<file path="src/rtl/centroid_divider.sv">
// -----------------------------------------------------------------------------
// centroid_divider
//   Computes a new cluster centre from the cluster PE's per-dimension
//   accumulators and its point counter: center[d] = floor(acc[d] / count),
//   saturated to the coordinate range. All dimensions are divided in parallel
//   by a restoring divider that resolves one quotient bit per clock. The new
//   centre is also compared with the centre used in this iteration so the
//   controller can detect convergence.
//
// Ports
//   clk         in   rising-edge clock
//   rst         in   synchronous reset, active low
//   start       in   request, only sampled while idle
//   acc_in      in   DIM accumulators, dim d at [d*ACC_SIZE +: ACC_SIZE]
//   count_in    in   points in the cluster (divisor)
//   old_center  in   centre used this iteration, dim d at [d*DIM_SIZE +: DIM_SIZE]
//   busy        out  operation in progress
//   done        out  one-cycle pulse, results valid from this cycle
//   center_out  out  new centre, held until the next done
//   converged   out  center_out equals the captured old centre
//   empty       out  count was zero, center_out is the old centre
// -----------------------------------------------------------------------------
module centroid_divider #(
  parameter  int DIM         = 3,
  parameter  int DATA_RANGE  = 255,
  parameter  int MAX_N       = 1000,
  localparam int DIM_SIZE    = $clog2(DATA_RANGE),
  localparam int CNT_SIZE    = $clog2(MAX_N),
  localparam int ACC_SIZE    = DIM_SIZE + CNT_SIZE,
  localparam int CENTER_SIZE = DIM * DIM_SIZE
) (
  input  logic                    clk,
  input  logic                    rst,
  input  logic                    start,
  input  logic [DIM*ACC_SIZE-1:0] acc_in,
  input  logic [CNT_SIZE-1:0]     count_in,
  input  logic [CENTER_SIZE-1:0]  old_center,
  output logic                    busy,
  output logic                    done,
  output logic [CENTER_SIZE-1:0]  center_out,
  output logic                    converged,
  output logic                    empty
);

  localparam int REM_SIZE = CNT_SIZE + 1;
  localparam int IDX_W    = $clog2(ACC_SIZE);

  typedef enum logic [1:0] {
    S_IDLE,
    S_DIV,
    S_FINISH
  } state_t;

  state_t                    r_state;
  logic [DIM*ACC_SIZE-1:0]   r_acc;
  logic [CNT_SIZE-1:0]       r_count;
  logic [CENTER_SIZE-1:0]    r_old;
  logic [DIM*ACC_SIZE-1:0]   r_quot;
  logic [DIM*REM_SIZE-1:0]   r_rem;
  logic [IDX_W-1:0]          r_idx;
  logic                      r_busy;
  logic                      r_done;
  logic [CENTER_SIZE-1:0]    r_center;
  logic                      r_converged;
  logic                      r_empty;

  logic [DIM*ACC_SIZE-1:0]   w_quot_next;
  logic [DIM*REM_SIZE-1:0]   w_rem_next;
  logic [CENTER_SIZE-1:0]    w_center_new;

  // One restoring-division step per dimension, plus saturation of the
  // finished quotient into the coordinate range.
  generate
    for (genvar gi = 0; gi < DIM; gi++) begin : g_dim
      logic [ACC_SIZE-1:0] w_acc_d;
      logic [ACC_SIZE-1:0] w_quot_d;
      logic [REM_SIZE-1:0] w_shift;
      logic                w_ge;

      assign w_acc_d  = r_acc[gi*ACC_SIZE +: ACC_SIZE];
      assign w_quot_d = r_quot[gi*ACC_SIZE +: ACC_SIZE];
      // The remainder is always below count, so its top bit is zero before
      // the shift and can be dropped.
      assign w_shift  = {r_rem[gi*REM_SIZE +: CNT_SIZE], w_acc_d[r_idx]};
      assign w_ge     = (w_shift >= {1'b0, r_count});

      assign w_rem_next[gi*REM_SIZE +: REM_SIZE] =
        w_ge ? (w_shift - {1'b0, r_count}) : w_shift;
      // Dividend bits are consumed MSB first, so quotient bits shift in at the LSB.
      assign w_quot_next[gi*ACC_SIZE +: ACC_SIZE] = {w_quot_d[ACC_SIZE-2:0], w_ge};

      assign w_center_new[gi*DIM_SIZE +: DIM_SIZE] =
        (|w_quot_d[ACC_SIZE-1:DIM_SIZE]) ? {DIM_SIZE{1'b1}} : w_quot_d[DIM_SIZE-1:0];
    end
  endgenerate

  always_ff @(posedge clk) begin
    if (!rst) begin
      r_state     <= S_IDLE;
      r_acc       <= '0;
      r_count     <= '0;
      r_old       <= '0;
      r_quot      <= '0;
      r_rem       <= '0;
      r_idx       <= '0;
      r_busy      <= 1'b0;
      r_done      <= 1'b0;
      r_center    <= '0;
      r_converged <= 1'b0;
      r_empty     <= 1'b0;
    end else begin
      case (r_state)
        S_IDLE: begin
          r_done <= 1'b0;
          if (start) begin
            r_acc   <= acc_in;
            r_count <= count_in;
            r_old   <= old_center;
            r_quot  <= '0;
            r_rem   <= '0;
            r_idx   <= IDX_W'(ACC_SIZE - 1);
            r_busy  <= 1'b1;
            // A zero divisor skips the division entirely.
            r_state <= (count_in != '0) ? S_DIV : S_FINISH;
          end
        end
        S_DIV: begin
          r_rem  <= w_rem_next;
          r_quot <= w_quot_next;
          if (r_idx == '0) begin
            r_state <= S_FINISH;
          end else begin
            r_idx <= r_idx - 1'b1;
          end
        end
        S_FINISH: begin
          r_busy <= 1'b0;
          r_done <= 1'b1;
          if (r_count == '0) begin
            r_center    <= r_old;
            r_converged <= 1'b1;
            r_empty     <= 1'b1;
          end else begin
            r_center    <= w_center_new;
            r_converged <= (w_center_new == r_old);
            r_empty     <= 1'b0;
          end
          r_state <= S_IDLE;
        end
        default: begin
          r_state <= S_IDLE;
          r_busy  <= 1'b0;
          r_done  <= 1'b0;
        end
      endcase
    end
  end

  assign busy       = r_busy;
  assign done       = r_done;
  assign center_out = r_center;
  assign converged  = r_converged;
  assign empty      = r_empty;

endmodule

</file>
<file path="config.mk">
export PLATFORM = sky130hd
export DESIGN_NAME = centroid_divider
export DESIGN_NICKNAME = d
export VERILOG_FILES = /design/src/rtl/centroid_divider.sv
export SDC_FILE = /design/constraint.sdc
export NUM_CORES = 1
export LEC_CHECK = 0
export CAP_MARGIN = 10
export CORE_MARGIN = 3
export CORE_UTILIZATION = 45
export CTS_BUF_LIST = sky130_fd_sc_hd__clkbuf_4
export DETAILED_ROUTE_END_ITERATION = 8
export PLACE_DENSITY = 0.69
export SLEW_MARGIN = 10
export SYNTH_ARGS = -nofsm -noshare
export SYNTH_HDL_FRONTEND = slang
export SYNTH_SLANG_ARGS = --single-unit
</file>
<file path="constraint.sdc">
create_clock -name clk -period 4.3 [get_ports clk]
set_input_delay 1.29 -clock clk [delete_from_list [all_inputs] [get_ports clk]]
set_output_delay 1.29 -clock clk [all_outputs]
set_load 0.03 [all_outputs]
</file>
==> metrics.cfg, run 1 <==
[power_and_ir_drop]
clock_power_share_pct=32.6
internal-power_uw=3560
total_power_uw=5230
p_switching_uw=1670
p_leak_uw=0.00450
p_seq_share_pct=40.8
p_sw_share_pct=31.9
max-vdd-ir-drop_v=0.000200
pwr-share-comb_pct=26.6
p_per_area_mw_per_mm2=440

[timing]
fin_skew_ps=49.0
fin_crit_sh_pct=85.5
whs_ps=453
final_hold_viol_count=0
fin_tns_setup_ps=0
finalSetupViolCount=0
fmax_ghz=0.272
slew_viol_final=0
period_minus_slack_ps=3680
tightest_slew_ps=816
relSlewSlack_pct=45.5
rsz0062_at_grt=no

[clock_tree]
clk_latency_ps=690
numCtsBuffers=55
clkTransAtPathRegs_ps=70
cts_resized=0
cts_sinks=207
cts_tree=yes
clock_path_buffers=3
root_buffer=clkbuf_4
ctsHoldBuffers=0
cts_setup_buffers=0
htree_levels=2

[floorplanning]
fp.dieW_um=154
fp.dieH_um=154
core-area_mm2=0.0212
start_util_pct=46.2
die_area_mm2=0.0236
num_rows=53
io_pins=119

[finish]
multi_input_area_mm2=0.00529
drive_gt1_share_pct=8.89
final_core_util_pct=56.0
area_delta_synth_final_pct=21.2
nNetsFinal=1426
fillers=1996
register_area_mm2=0.00414

[routing]
drc=0
drtAntennaViolNets=0
via_count=8896
drtPass1Iterations=5
drtIter0Drc=499
routed_via_density=5.50
wl_per_cell_um=15.3
drt_wl_total_um=24700

[synth]
syn_avg_cell_area_um2=8.28
synthTopCellsByCount=nand2_1, dfxtp_1, a21oi_1, nor2_1, clkbuf_1
yosysMostFrequentCell=nand2_1
yosysSeqAreaShare_pct=42.2
ys_types=56
synth_ff_type=dfxtp_1
synth_edf_count=0
syn_inst=1185
postSynth.asyncResetShare_pct=0
ys_seq_elements=207
netlist_area_mm2=0.00981
yosysTopAreaCell=dfxtp_1
synth_nets=1311
synthTopCellsByArea=dfxtp_1, nand2_1, a21oi_1
synth.top_cell.area_share_pct=42.2
ys_warn_count=0

[global_routing]
globalRouteTotalUtil_pct=20.3
grt_max_degree=72
grt_pass1_wl_um=40600
grt_overflow=0
antenna_found_initial=1
grt_pass1_vias=8274

[setup_path]
critPathRequiredTime_ps=4810
critPathLaunchType=register
slowest_delay_ps=600
path_max_fanout=13
crit_slowest_cell=mux4_1
end_kind=register
path_buf_inv=0
cpLargestDelayFamily=multiplexers
critPathArrivalTime_ps=4190
critPathKind=reg2reg
path_cells=mux4_1, mux4_2, a21oi_2, ha_1, nor2b_1, o31a_1, nor4_1, a21oi_1, o21ai_4, mux2i_1, o21ai_1

[place]
port_buffers=118
gp_congestion=0.863
hpwl_um=16700

[job]
maxCapViolations=0

[outcome]
status=finished, final reports clean

[hold_path]
hp-class=reg2reg

==> area by class of cell <==
type	count	share of cell area [%]
clock buffer	79	4.99
multi-input combinational	873	44.4
clock inverter	17	0.831
sequential	207	34.9
inverter	27	0.873
antenna	2	0.0421
timing repair buffer	136	11.1
tap	275	2.89
==> path summary, 6_finish.rpt <==
path                                    from                         end  slack, ps  depth (start not counted)
setup / recovery       r_idx[0]$_SDFFE_PN0P_      r_rem[20]$_SDFFE_PN0P_        620                         11
hold / removal    center_out[6]$_SDFFE_PN0P_  center_out[6]$_SDFFE_PN0P_        450                          2
setup reg to reg       r_idx[0]$_SDFFE_PN0P_      r_rem[20]$_SDFFE_PN0P_        620                         11
hold reg to reg   center_out[6]$_SDFFE_PN0P_  center_out[6]$_SDFFE_PN0P_        450                          2
==> power by group through the flow <==
stage               sequential (µW)  clock [µW]  combinational (µW)
floorplan                      2140           0                1070
global placement               2170           0                1360
detailed placement             2170           0                1380
CTS                            2130        1760                1390
global route                   2150        1870                1540
finish                         2130        1710                1390
==> layout by cell type (no fill, tap or decap), types with 3 or more instances in the layout <==
cell / instances
nand2_1: 230
dfxtp_1: 207
a21oi_1: 139
nor2_1: 124
clkdlybuf4s50_1: 118
clkbuf_4: 79
a22oi_1: 54
mux2i_1: 35
ha_1: 32
inv_1: 26
xnor2_1: 23
o21ai_0: 23
nor3_1: 21
buf_4: 18
nor4_1: 17
o221ai_1: 16
xor2_1: 12
nand3_1: 11
clkinv_1: 11
a211oi_1: 10
o21ai_1: 10
a31oi_1: 8
mux4_2: 8
a22o_1: 7
o22ai_1: 7
nand2b_1: 6
a32oi_1: 6
a21o_1: 6
o41ai_1: 5
and2_1: 5
mux4_1: 5
o21a_1: 4
nand4_1: 4
nor2b_1: 4
a21boi_0: 3
and3_1: 3
or4_1: 3
fa_1: 3
clkinv_2: 3
==> stage by stage <==
stage | std cells | cell area, µm² | setup WS (ps)
after floorplan | 1185 | 9810 | 1100
after global placement | 1518 | 11200 | 782
after detailed placement | 1518 | 11200 | 679
after CTS | 1614 | 11900 | 644
after global routing | 1616 | 11900 | 382
final | 1616 | 11900 | 622
==> worst min-delay path: cells and delay by family (launching register included) <==
kind	cells	cell delay, ps
AO/OA/AOI/OAI	1	50
flip-flops	1	310
AND/OR/NAND/NOR	1	50
==> registers in the layout, summed over array words and instances (netlist names), 2 cells and up <==
register	cells
r_state	2
r_acc	54
r_idx	5
r_rem	30
r_count	10
r_old	24
center_out	24
r_quot	54
==> routing by layer <==
layer / wire [µm] / GRT usage (%) / vias to the layer above
met5: 0 / 0 / -
met4: 543 / 7.19 / 0
met3: 1420 / 3.86 / 48
li1: - / - / 4446
met1: 11600 / 28.1 / 4159
met2: 11200 / 31.8 / 243
==> logic make-up (layout without fill, tap and decap cells) <==
group | count (synthesis) | in the layout | share of synthesized area, %
fa+ha+maj | 35 | 35 | 4.69
simple gates | 440 | 440 | 18.9
flops | 207 | 207 | 42.2
other cells | 0 | 2 | 0
buf+inv | 105 | 259 | 4.16
compound gates | 315 | 315 | 20.2
mux | 48 | 48 | 6.74
xor+xnor | 35 | 35 | 3.12
No activity file was read; power rests on OpenSTA's default activity.
==> run 2, diff against run 1 <==
--- a/config.mk
+++ b/config.mk
@@ -5,10 +5,12 @@
 export SDC_FILE = /design/constraint.sdc
 export NUM_CORES = 1
 export LEC_CHECK = 0
+export ABC_AREA = 0
 export CAP_MARGIN = 10
 export CORE_MARGIN = 3
 export CORE_UTILIZATION = 45
 export CTS_BUF_LIST = sky130_fd_sc_hd__clkbuf_4
+export CTS_CLUSTER_SIZE = 28
 export DETAILED_ROUTE_END_ITERATION = 8
 export PLACE_DENSITY = 0.69
 export SLEW_MARGIN = 10
==> results of run 2 <==
No change in the layout: final DEF, timing and power equal those of run 1.
